## config.mk

```make
export PLATFORM = sky130hd
export DESIGN_NAME = fg_detect_stream
export DESIGN_NICKNAME = d
export VERILOG_FILES = /design/src/rtl/fg_detect_stream.sv
export SDC_FILE = /design/constraint.sdc
export NUM_CORES = 1
export LEC_CHECK = 0
export CAP_MARGIN = 25
export CORE_ASPECT_RATIO = 0.6
export CORE_UTILIZATION = 46
export CTS_BUF_LIST = sky130_fd_sc_hd__clkbuf_8
export DETAILED_ROUTE_END_ITERATION = 10
export PLACE_DENSITY = 0.69
export REMOVE_ABC_BUFFERS = 1
export SYNTH_ARGS = -nofsm -noshare
export SYNTH_HDL_FRONTEND = slang
export SYNTH_SLANG_ARGS = --single-unit
```

## constraint.sdc

```tcl
create_clock -name clk -period 3.75 [get_ports clk]
set_input_delay 0.5625 -clock clk [delete_from_list [all_inputs] [get_ports clk]]
set_output_delay 0.5625 -clock clk [all_outputs]
set_load 0.02 [all_outputs]
```

## src/rtl/fg_detect_stream.sv

```systemverilog
// Two-stage valid/ready foreground detector: per-channel |cur-bg|, then ANY/ALL/SUM threshold reduction.
// Optional running-average background output when BG_UPDATE_EN is defined.
module fg_detect_stream #(
    parameter int CHANNELS    = 3,
    parameter int WIDTH       = 8,
    parameter int THRESHOLD   = 25,
    parameter int ALPHA_SHIFT = 3,
    parameter int CNT_W       = 24
) (
    input  logic                      clk,
    input  logic                      rst_n,
    input  logic                      in_valid,
    output logic                      in_ready,
    input  logic [CHANNELS*WIDTH-1:0] in_current,
    input  logic [CHANNELS*WIDTH-1:0] in_background,
    input  logic                      cfg_wr,
    input  logic [WIDTH-1:0]          cfg_threshold,
    input  logic [1:0]                cfg_mode,
    input  logic                      cnt_clear,
    output logic                      out_valid,
    input  logic                      out_ready,
    output logic                      out_foreground,
    output logic [CHANNELS*WIDTH-1:0] out_background,
    output logic [CNT_W-1:0]          fg_count
);

    localparam int DW = CHANNELS * WIDTH;
    localparam int SW = WIDTH + $clog2(CHANNELS) + 1;

    typedef enum logic [1:0] {
        MODE_ANY  = 2'b00,
        MODE_ALL  = 2'b01,
        MODE_SUM  = 2'b10,
        MODE_RSVD = 2'b11
    } mode_t;

    if (CHANNELS < 1 || ALPHA_SHIFT < 0) begin : g_bad_param
        $error("fg_detect_stream: CHANNELS must be >= 1 and ALPHA_SHIFT >= 0");
    end

    logic              s1_valid;
    logic [DW-1:0]     s1_diff;
    logic [DW-1:0]     s1_bg;
`ifdef BG_UPDATE_EN
    logic [DW-1:0]     s1_cur;
`endif
    logic [WIDTH-1:0]  thr;
    mode_t             mode;

    logic              s1_adv;
    logic              s2_adv;
    logic [DW-1:0]     diff_in;
    logic              any_hit;
    logic              all_hit;
    logic [SW-1:0]     diff_sum;
    logic [SW-1:0]     thr_scaled;
    logic              fg_next;
    logic [DW-1:0]     bg_next;

    assign s2_adv   = !out_valid || out_ready;
    assign s1_adv   = !s1_valid || s2_adv;
    assign in_ready = s1_adv;

    always_comb begin
        diff_in = '0;
        for (int unsigned k = 0; k < CHANNELS; k++) begin
            if (in_current[k*WIDTH +: WIDTH] >= in_background[k*WIDTH +: WIDTH])
                diff_in[k*WIDTH +: WIDTH] = in_current[k*WIDTH +: WIDTH] - in_background[k*WIDTH +: WIDTH];
            else
                diff_in[k*WIDTH +: WIDTH] = in_background[k*WIDTH +: WIDTH] - in_current[k*WIDTH +: WIDTH];
        end
    end

    // SW bits hold CHANNELS*(2^WIDTH-1) without overflow for both sum and scaled threshold
    always_comb begin
        any_hit    = 1'b0;
        all_hit    = 1'b1;
        diff_sum   = '0;
        thr_scaled = SW'(thr) * SW'(CHANNELS);
        for (int unsigned k = 0; k < CHANNELS; k++) begin
            any_hit  = any_hit | (s1_diff[k*WIDTH +: WIDTH] >= thr);
            all_hit  = all_hit & (s1_diff[k*WIDTH +: WIDTH] >= thr);
            diff_sum = diff_sum + SW'(s1_diff[k*WIDTH +: WIDTH]);
        end
        case (mode)
            MODE_ALL: fg_next = all_hit;
            MODE_SUM: fg_next = (diff_sum >= thr_scaled);
            default:  fg_next = any_hit;
        endcase
    end

`ifdef BG_UPDATE_EN
    // Signed WIDTH+1 difference with arithmetic shift floors toward -inf, keeping the result in range
    always_comb begin
        bg_next = s1_bg;
        if (!fg_next) begin
            for (int unsigned k = 0; k < CHANNELS; k++) begin
                bg_next[k*WIDTH +: WIDTH] = WIDTH'($signed({1'b0, s1_bg[k*WIDTH +: WIDTH]})
                    + (($signed({1'b0, s1_cur[k*WIDTH +: WIDTH]})
                        - $signed({1'b0, s1_bg[k*WIDTH +: WIDTH]})) >>> ALPHA_SHIFT));
            end
        end
    end
`else
    assign bg_next = s1_bg;
`endif

    always_ff @(posedge clk or negedge rst_n) begin
        if (!rst_n) begin
            s1_valid <= 1'b0;
            s1_diff  <= '0;
            s1_bg    <= '0;
`ifdef BG_UPDATE_EN
            s1_cur   <= '0;
`endif
        end else if (s1_adv) begin
            s1_valid <= in_valid;
            if (in_valid) begin
                s1_diff <= diff_in;
                s1_bg   <= in_background;
`ifdef BG_UPDATE_EN
                s1_cur  <= in_current;
`endif
            end
        end
    end

    always_ff @(posedge clk or negedge rst_n) begin
        if (!rst_n) begin
            out_valid      <= 1'b0;
            out_foreground <= 1'b0;
            out_background <= '0;
        end else if (s2_adv) begin
            out_valid <= s1_valid;
            if (s1_valid) begin
                out_foreground <= fg_next;
                out_background <= bg_next;
            end
        end
    end

    always_ff @(posedge clk or negedge rst_n) begin
        if (!rst_n) begin
            thr  <= WIDTH'(THRESHOLD);
            mode <= MODE_ANY;
        end else if (cfg_wr) begin
            thr  <= cfg_threshold;
            mode <= mode_t'(cfg_mode);
        end
    end

    always_ff @(posedge clk or negedge rst_n) begin
        if (!rst_n) begin
            fg_count <= '0;
        end else if (cnt_clear) begin
            fg_count <= '0;
        end else if (out_valid && out_ready && out_foreground && (fg_count != '1)) begin
            fg_count <= fg_count + 1'b1;
        end
    end

endmodule

```

# Word-level counts from Yosys, hierarchy flattened
# Cells that the tools add are included.
# classes
addsub	9
n_div	0
muxes	6
bitwise_logic	4
n_reduce_logical	10
shifts	0
eq_ne	3
n_mul	1
order_cmp	7
# op_table
op	count
greater-or-equal comparator 8 bit	6
2-to-1 mux 24 bit	2
subtractor 8 bit	6
adder 24 x 1 -> 24 bit (second input constant)	1
2-to-1 mux 8 bit	3
inequality test 24 bit (second input constant)	1
adder 9 x 8 -> 10 bit	1
greater-or-equal comparator 10 bit	1
multiplier 8 x 2 -> 10 bit (second input constant)	1
adder 8 x 8 -> 9 bit	1
AND reduction 2 bit	2
logical AND 1 bit	3
bitwise AND 1 bit	2
equality test 2 x 1 -> 1 bit (second input constant)	1
equality test 2 bit (second input constant)	1
zero test 1 bit	2
logical OR 1 bit	2
bitwise OR 1 bit	2
case mux 1 bit (2 select lines)	1
nonzero test 2 bit	1
# word_totals
regBits	109
mem_bits_rw	0
n_memories	0
rom_bits	0
latch_bits	0
out_inout_bits	51
elab_cells	49
in_bits	64

# Depth between registers and ports, before layout
# logic_depth
ltp_word	5
mapped_depth	19
depth_no_buf	19

# Worst setup path after synthesis
# Ideal clock, no wire load.
# synth_path
kind	register to register
start	register s1_diff[1]
end	register out_foreground
stages_incl_launch_ff	19
required_time_ps	3611
setup_slack_ps	373
t_arrival_ps	3239
setup_time_ps	139
n_path_buf	0
synth_period_minus_slack_ps	3377
path_cell_list	dfrtp_1 inv_1 fa_1 inv_1 ha_1 fa_1 a21oi_1 nor2_1 nor2_1 nor2b_1 o21a_1 o21ai_0 a21oi_1 ha_1 nor2b_1 o21ai_0 o211ai_1 a211oi_1 o31ai_1
# synth_between
elab_chain_cells	4
elab_cells_between_ends	9
cone_classes	2 x add/sub; 2 x order compare; 1 x mux; 4 x bitwise
# synth_rtl
item	line	text
start: declaration	42	logic [DW-1:0] s1_diff;
start signal: assignment	119	s1_diff <= diff_in;
adder 8 x 8 -> 9 bit or greater-or-equal comparator 8 bit (tied branches)	83, 81, 82	
adder 9 x 8 -> 10 bit (tied with other cells)	83	diff_sum = diff_sum + SW'(s1_diff[k*WIDTH +: WIDTH]);
greater-or-equal comparator 10 bit (tied with other cells)	87	MODE_SUM: fg_next = (diff_sum >= thr_scaled);
case mux 1 bit (2 select lines) (*)	85	case (mode)
end signal: assignment	136	out_foreground <= fg_next;
end: declaration	22	output logic out_foreground,
# Mark *: on every way between the ends. The rest lies on a longest branch, timed or not.
# A chain may end at the register's enable or synchronous reset.

# Worst setup path in the final report
# Same ends and word-level chain as after synthesis.

==> run_results.csv <==
group,metric,value,unit
global_route,grt_max_degree,51,
floorplan,core_area,16400,µm²
synthesis,synth-seq-area-share,34.8,%
critical_path,start_kind,"register",
final_layout,layout-drive-gt1-share,9.49,%
outcome,outcome,"complete, no violations",
detailed_routing,drt_iter0_markers,292,
synthesis,synth_top_area_share,33.8,%
global_route,grt_pass1_vias,5633,
sta,slew_headroom,50.7,%
synthesis,synthArstFlopShare,100,%
sta,period_minus_slack,3.56,ns
critical_path,slowest_stage,"fa_1",
synthesis,synth_edf_count,0,
global_route,globalRouteOverflowTotal,0,
global_route,antenna_found_initial,0,
pwr,ir_drop,0.307,mV
placement,dp.cells,1149,
final_layout,diodes,0,
detailed_routing,post_drt_wl_per_cell,15.3,µm
detailed_routing,finalWirelength,17800,µm
final_layout,area_growth,20.5,%
sta,maxSlewViolCount,0,
cts,cts.sinks,109,
critical_path,critPathMaxStageDelay,0.53,ns
synthesis,yosys_warnings,0,
pwr,powerDensity,456,nW/µm²
cts,cts.path.max_buffers,2,
detailed_routing,first_pass_iters,5,
cts,cts_tree,"yes",
sta,fin_crit_sh,94.9,%
floorplan,die_h,103,µm
detailed_routing,vias,6073,
pwr,leakage,4.46,nW
critical_path,critPathMostFrequentCell,"nor2b_1",
global_route,grt_usage,21.1,%
critical_path,crit_required,3.99,ns
synthesis,ys_seq_elements,109,
run,maxCapViolations,0,
sta,fin_skew,0.0130,ns
sta,fmax,0.281,GHz
global_route,grt_pass1_wl,29000,µm
sta,finalSetupViolations,0,
sta,worstMarginPinSlew,0.738,ns
detailed_routing,routed_via_density,5.21,
critical_path,crit_buf_inv,2,
synthesis,syn_inst,821,
critical_path,crit_path_max_fanout,2,
critical_path,worstPathCellList,"inv_2, fa_1, inv_1, ha_2, fa_2, a21oi_2, nor2_1, nor2_2, nor2b_1, o21a_1, o21ai_1, a21oi_1, ha_1, nor2b_1, o21ai_0, o211ai_1, a211oi_1, o31ai_1",
cts,htreeDepth,3,
final_layout,fin_cells,1166,
detailed_routing,ant_nets,0,
floorplan,die_x,171,µm
final_layout,fin_util,57.6,%
final_layout,nNetsFinal,1111,
sta,finalHoldViolations,0,
floorplan,ios,115,
floorplan,rows,36,
cts,clk_pin_slew,0.11,ns
synthesis,mappedNetlistArea,7860,µm²
placement,place.gp.congestion,0.873,
floorplan,initial_core_util,47.8,%
cts,cts_made_buffers,9,
critical_path,worst_ep_arrival_time,3.80,ns
synthesis,synth_cell_types,60,
detailed_routing,drc,0,
synthesis,avgSynthCellArea,9.57,µm²
hold_path,hp-class,"in -> async",
synthesis,synth_flop_cell,"dfrtp_1",
synthesis,synth.largest_area_cell,"dfrtp_1",
floorplan,die_area,17600,µm²
synthesis,synthTopCellsByArea,"dfrtp_1, ha_1, mux2_2",
critical_path,critPathKind,"reg -> reg",
cts,clk_latency,0.39,ns
placement,port_buffers,114,
cts,cts-root-buf,"clkbuf_8",
critical_path,critPathTopFamily,"adder cells",
final_layout,nFillCells,1468,
critical_path,cp-end-kind,"register",
placement,place_hpwl,14000,µm
## synthesized netlist by cell type (all sizes together), types with 4 or more instances
cell type and n:
dfrtp 106, ha 97, nand2 87, inv 80, o21ai 70, nor2 42
a21oi 36, mux2 31, xor2 24, nand4 22, xnor2 20, a21o 19
nand3 18, clkbuf 17, fa 16, nand2b 15, nor2b 12, a211o 9
and3 9, o211ai 9, buf 8, mux2i 8, a211oi 7, and2 7
o21a 7, o21bai 5, a22oi 4, a31oi 4, o31a 4
## worst reg2reg max path: cells and delay by family (launching register included)
family                     cells  cell delay [ns]
adders and majority gates      4             1.42
AOI/OAI and AO/OA              8             1.16
DFF                            1             0.38
and+or+nand+nor                4             0.36
buffers and inverters          2             0.10
## sequential cells by signal, summed over array words and instances, names as in the netlist
name and cells:
out_foreground 1, out_background 24, bg_next 24, s1_valid 1, thr 8, fg_count 24, out_valid 1, s1_diff 24
mode 2
## metrics by stage
step	power, mW	setup WS (ns)	cell area [µm²]	TNS, ns	hold slack [ns]
2_1_floorplan	2.93	0.355	7730	0	0.267
3_3_place_gp	3.53	0.230	9260	0	0.465
3_5_place_dp	3.57	0.154	9260	0	0.467
4_1_cts	4.28	0.0954	9430	0	0.201
5_1_grt	4.67	-0.000667	9470	-0.000667	0.224
6_report	4.31	0.192	9470	0	0.189
## cell families (layout without fill, tap and decap cells)
family	after synthesis	after routing	share of synthesized area, %
xor gates and xnor gates	44	44	4.91
DFF	109	109	34.8
and+or+nand+nor	225	225	14.1
adders and majority gates	113	113	19.5
buffers and inverters	105	222	5.37
muxes	39	39	5.51
AOI/OAI and AO/OA	186	186	15.8
## layout by cell type (no fill, tap or decap), drive strengths merged, types with 9 or more instances in the layout
| cell type | n |
|---|---|
| a211o | 9 |
| a21o | 19 |
| a21oi | 36 |
| and3 | 9 |
| buf | 14 |
| clkbuf | 9 |
| clkdlybuf4s50 | 113 |
| dfrtp | 106 |
| fa | 16 |
| ha | 97 |
| inv | 83 |
| mux2 | 31 |
| nand2 | 87 |
| nand2b | 15 |
| nand3 | 18 |
| nand4 | 22 |
| nor2 | 42 |
| nor2b | 12 |
| o211ai | 9 |
| o21ai | 70 |
| xnor2 | 20 |
| xor2 | 24 |
## where the power goes
group / leakage [nW] / total [mW] / internal, mW / switching, mW
clock: 0.0930 / 0.672 / 0.247 / 0.425
combinational: 3.00 / 2.14 / 1.03 / 1.10
sequential: 1.36 / 1.51 / 1.36 / 0.149
total: 4.46 / 4.31 / 2.64 / 1.68
## layout make-up
type                    count  area (µm²)  share of cell area, %
clock inverters             6        50.0                  0.529
clock buffers               9         124                   1.31
repair buffers            127        1250                   13.2
well taps                 228         285                   3.01
flip-flops and latches    109        2730                   28.9
inverters                  80         300                   3.17
multi-input cells         607        4730                   49.9
## repair_timing
action / in CTS / in global routing
setup endpoints to repair: 0 / 1
setup buffers: 0 / 2
resized for setup: 0 / 9
hold buffers: 0 / 0
## routing by layer
metal,GRT usage [%],part of all wire [%],vias up
met1,33.4,55,2865
li1,-,-,3069
met2,29.1,39,130
met3,4.60,5.4,9
met5,0,0,-
met4,3.53,0.56,0
## path summary, 6_finish.rpt
check / slack [ns] / to / from / depth (start not counted)
max in group asynchronous: 2.71 / s1_diff[20] / rst_n / 2
worst max-delay path: 0.19 / out_foreground / s1_diff[1] / 18
min in group clk: 0.48 / bg_next[0] / bg_next[0] / 2
worst min-delay path: 0.19 / fg_count[11] / rst_n / 1
worst min register to register: 0.48 / bg_next[0] / bg_next[0] / 2
worst max register to register: 0.19 / out_foreground / s1_diff[1] / 18
Note: power is estimated with default switching activity, not from simulation.
